<file path="config.mk">
export PLATFORM = sky130hd
export DESIGN_NAME = serial_addsub
export DESIGN_NICKNAME = d
export VERILOG_FILES = /design/src/rtl/addsub_pkg.sv /design/src/rtl/addsub_cell.sv /design/src/rtl/serial_addsub.sv
export SDC_FILE = /design/constraint.sdc
export NUM_CORES = 1
export LEC_CHECK = 0
export ABC_AREA = 1
export ABC_CLOCK_PERIOD_IN_PS = 1300
export BUFFER_PORTS_ARGS = -buffer_cell sky130_fd_sc_hd__buf_4
export CORE_MARGIN = 5
export CORE_UTILIZATION = 30
export DETAILED_ROUTE_END_ITERATION = 10
export GPL_TIMING_DRIVEN = 0
export SYNTH_ARGS = -nofsm -noshare
export SYNTH_HDL_FRONTEND = slang
export SYNTH_SLANG_ARGS = --single-unit
</file>
<file path="constraint.sdc">
create_clock -name clk_in -period 1.3 [get_ports clk_in]
set_clock_uncertainty 0.05 [all_clocks]
set_input_delay 0.065 -clock clk_in [delete_from_list [all_inputs] [get_ports clk_in]]
set_output_delay 0.065 -clock clk_in [all_outputs]
set_load 0.1 [all_outputs]
</file>
<file path="src/rtl/addsub_pkg.sv">
// Shared constants and FSM state encoding for the bit-serial adder/subtractor.
package addsub_pkg;

    localparam int unsigned DEFAULT_WIDTH = 8;

    localparam logic OP_ADD = 1'b0;
    localparam logic OP_SUB = 1'b1;

    typedef enum logic [1:0] {
        IDLE = 2'd0,
        RUN  = 2'd1,
        DONE = 2'd2
    } state_t;

endpackage

</file>
<file path="src/rtl/addsub_cell.sv">
// One-bit add/subtract slice: b is inverted when ctrl selects subtract.
module addsub_cell (
    input  logic a,
    input  logic b,
    input  logic ctrl,
    input  logic c,
    output logic sum,
    output logic carry
);

    logic b_eff;

    assign b_eff = b ^ ctrl;
    assign sum   = a ^ b_eff ^ c;
    assign carry = (a & b_eff) | (a & c) | (b_eff & c);

endmodule

</file>
<file path="src/rtl/serial_addsub.sv">
// Bit-serial two's-complement adder/subtractor, LSB first, one bit per RUN cycle.
// The DONE cycle publishes the result and may accept the next start back-to-back.
module serial_addsub
    import addsub_pkg::*;
#(
    parameter int unsigned WIDTH = DEFAULT_WIDTH
) (
    input  logic             clk_in,
    input  logic             rst_in,
    input  logic             start_in,
    input  logic             control_in,
    input  logic [WIDTH-1:0] a_in,
    input  logic [WIDTH-1:0] b_in,
    output logic             busy_out,
    output logic             done_out,
    output logic [WIDTH-1:0] result_out,
    output logic             carry_out,
    output logic             overflow_out
);

    localparam int unsigned CNT_W = (WIDTH > 1) ? $clog2(WIDTH) : 1;
    localparam logic [CNT_W-1:0] LAST_BIT = CNT_W'(WIDTH - 1);

    state_t           state_q, state_d;
    logic [WIDTH-1:0] a_q, a_d;
    logic [WIDTH-1:0] b_q, b_d;
    logic [WIDTH-1:0] sum_q, sum_d;
    logic [WIDTH-1:0] result_q, result_d;
    logic [CNT_W-1:0] cnt_q, cnt_d;
    logic             ctrl_q, ctrl_d;
    logic             carry_q, carry_d;
    logic             ovf_q, ovf_d;
    logic             busy_q, busy_d;
    logic             done_q, done_d;
    logic             cout_q, cout_d;
    logic             vout_q, vout_d;
    logic             cell_sum;
    logic             cell_carry;

    addsub_cell u_cell (
        .a     (a_q[0]),
        .b     (b_q[0]),
        .ctrl  (ctrl_q),
        .c     (carry_q),
        .sum   (cell_sum),
        .carry (cell_carry)
    );

    always_comb begin
        state_d  = state_q;
        a_d      = a_q;
        b_d      = b_q;
        sum_d    = sum_q;
        result_d = result_q;
        cnt_d    = cnt_q;
        ctrl_d   = ctrl_q;
        carry_d  = carry_q;
        ovf_d    = ovf_q;
        done_d   = 1'b0;
        cout_d   = cout_q;
        vout_d   = vout_q;

        case (state_q)
            RUN: begin
                a_d     = a_q >> 1;
                b_d     = b_q >> 1;
                sum_d   = {cell_sum, sum_q[WIDTH-1:1]};
                carry_d = cell_carry;
                cnt_d   = cnt_q + CNT_W'(1);
                // Carry into the MSB is carry_q on the last bit; carry out is the cell's.
                if (cnt_q == LAST_BIT) begin
                    ovf_d   = carry_q ^ cell_carry;
                    state_d = DONE;
                end
            end
            DONE: begin
                done_d   = 1'b1;
                result_d = sum_q;
                cout_d   = carry_q;
                vout_d   = ovf_q;
                state_d  = IDLE;
            end
            default: state_d = IDLE;
        endcase

        if (start_in && (state_q != RUN)) begin
            a_d     = a_in;
            b_d     = b_in;
            ctrl_d  = control_in;
            carry_d = control_in;
            cnt_d   = '0;
            state_d = RUN;
        end

        busy_d = (state_d != IDLE);
    end

    always_ff @(posedge clk_in or posedge rst_in) begin
        if (rst_in) begin
            state_q  <= IDLE;
            a_q      <= '0;
            b_q      <= '0;
            sum_q    <= '0;
            result_q <= '0;
            cnt_q    <= '0;
            ctrl_q   <= 1'b0;
            carry_q  <= 1'b0;
            ovf_q    <= 1'b0;
            busy_q   <= 1'b0;
            done_q   <= 1'b0;
            cout_q   <= 1'b0;
            vout_q   <= 1'b0;
        end else begin
            state_q  <= state_d;
            a_q      <= a_d;
            b_q      <= b_d;
            sum_q    <= sum_d;
            result_q <= result_d;
            cnt_q    <= cnt_d;
            ctrl_q   <= ctrl_d;
            carry_q  <= carry_d;
            ovf_q    <= ovf_d;
            busy_q   <= busy_d;
            done_q   <= done_d;
            cout_q   <= cout_d;
            vout_q   <= vout_d;
        end
    end

    assign busy_out     = busy_q;
    assign done_out     = done_q;
    assign result_out   = result_q;
    assign carry_out    = cout_q;
    assign overflow_out = vout_q;

endmodule

</file>
==> run metrics <==
run status completed; port bufs 31; Leak 1.279 nW; final WL 4.233 mm; maximum VDD drop 1.223 mV; MaxCap Viol Count 0; gp weighted congestion 0.7645; core area 5991 sq um; Layout Cells excl Fill 339; Syn Area/Cell 9.215 sq um; share of layout cells above drive strength 1 23.11%; gr ovfl total 0; maximum fanout along the worst path 2; slew margin rel. 78.01%; worst hold margin 0.07665 ns; Antenna Cells 0; CTS Buf Count 5; die area 7914 sq um; Slew @ Worst Pin 0.3286 ns; Initial Util 31.22%; num rows 28; Final period util 98.80%; vias in the first global route 1,533; crit path DAT 1.46 ns; Root Buffer clkbuf_8; synth top area cells dfrtp_1 59%, nand3_1 13%, nand2_1 11%; Die H 88.96 microns; Nets 286; most frequent cells in the layout 57 x nand2_1, 47 x nand3_1, 44 x dfrtp_1, 38 x buf_4, 18 x dlygate4sd3_1; Synth cell types 16; H-tree Lvls 2; GRT Overall Usage 11.83%; sequential share of the synthesized area 58.86%; storage element area 1101 sq um; DRT antenna net count 0; clock tree buffer depth 2; crit start category flop; IO Count 32; Horiz. Die Dim 88.96 microns; first-pass GRT wire length 7.182 mm; P&R area growth vs syn 35.45%; synth warn 0; fmax 778.6 MHz; Slew Viols, Final 0; final hold vios 0; area of the multi-input gates 635.6 sq um; Critical Path End Type flop; Inst Count DP 310; Final Total Pwr 0.005937 W; critical path class flop to flop; Final Setup Violations 0; largest net degree at the start of global routing 35; unrepaired setup endpoints after global routing true; Worst-path clk slew 0.09 ns; Sink Count 44; syn nets 226; cell count after synthesis 203; wire length per cell 12.49 microns; 1st-iter DRT viols 68; clock latency on the worst-skew pair 0.30 ns; top cell type's share of synthesized area 58.86%; Synth area leader dfrtp_1; drt pass-1 iters 4; Power Dens Cells 2343 nW/um^2; crit path time final 1.284 ns; vias per cell 4.513; Residual DRC 0; CTS tree built; Cell Area, Synth 1871 sq um; Detail Placement HPWL 2.899 mm; Layout Utilization 42.29%; commonest non-fill, non-tap cell in the layout nand2_1; initial antenna violation count 0; fill count 599; register bit total from synthesis 44; via count 1,530; Worst EP required 1.48 ns; worst min-delay path category primary input to flop
## final timing paths
path / from / endpoint / slack (ns) / depth (start not counted)
worst max-delay path: b_q[0] / sum_q[7] / 0.02 / 3
worst min register to register: a_q[7] / a_q[7] / 0.43 / 2
min in group asynchronous: rst_in / result_out[1] / 0.20 / 3
worst max register to register: b_q[0] / sum_q[7] / 0.02 / 3
worst min-delay path: start_in / busy_out / 0.08 / 3
max in group asynchronous: rst_in / b_q[1] / 0.55 / 4
## cell usage after synthesis, drive strengths merged
| cell type | n |
|---|---|
| nand2 | 59 |
| nand3 | 47 |
| dfrtp | 44 |
| o21ai | 18 |
| inv | 17 |
| buf | 10 |
| nor2 | 4 |
| ha | 2 |
| fa | 1 |
| xnor2 | 1 |
## report_power, final
part / internal [W] / leakage (nW) / switching [W]
Clock: 0.000569 / 0.0541 / 0.000482
Combinational: 0.000823 / 0.657 / 0.00190
Sequential: 0.00189 / 0.568 / 0.000276
## area by class of cell
| cell class | count | area share, % |
|---|---|---|
| multi-input cells | 132 | 25.09 |
| clock inverters | 3 | 1.679 |
| repair buffers | 53 | 17.98 |
| flip-flops and latches | 44 | 43.46 |
| clock buffers | 5 | 2.716 |
| plain buffers | 10 | 2.864 |
| inverters | 17 | 2.519 |
| well taps | 75 | 3.704 |
## per-layer routing
layer | share of wire, % | track usage [%] | vias up
met5 | 0 | 0 | -
met4 | 0.54 | 3.248 | 0
met3 | 5.3 | 2.857 | 2
met2 | 46 | 18.69 | 30
met1 | 48 | 16.32 | 726
li1 | - | - | 772
## metrics by stage
| stage | setup WS (ns) | setup TNS, ns | area (sq um) |
|---|---|---|---|
| after floorplan | 0.04946 | 0 | 1871 |
| after global placement | -0.4777 | -20.96 | 2197 |
| after detailed placement | -0.03562 | -0.03562 | 2217 |
| after CTS | 0.0002656 | 0 | 2519 |
| after global routing | -0.07015 | -0.1338 | 2534 |
| final | 0.01557 | 0 | 2534 |
## cells by family after synthesis
logic type	count (synthesis)	share of synthesized area, %
compound gates	18	4.816
buf+inv	27	7.291
simple gates	110	26.15
fa+ha+maj	3	2.408
flops	44	58.86
xor+xnor	1	0.4683
## sequential cells by signal (all words and copies together) (netlist names)
name	flops
a_q	8
b_q	8
busy_out	1
carry_out	1
carry_q	1
cnt_q	3
ctrl_q	1
done_out	1
overflow_out	1
ovf_q	1
result_out	8
state_q	2
sum_q	8
## worst max-delay path, cell delays in order (launching register included)
cell and delay [ns]:
dfrtp_1 0.39, xnor2_1 0.20, fa_2 0.46, o21ai_1 0.12
## repair_timing
action | CTS | global route
pin swaps | 2 | 0
buffers inserted | 1 | 2
setup endpoints to repair | 1 | 2
hold buffers | 18 | 0
hold endpoints to repair | 62 | 0
gates resized for setup | 2 | 1
Note: power is estimated with default switching activity, not from simulation.
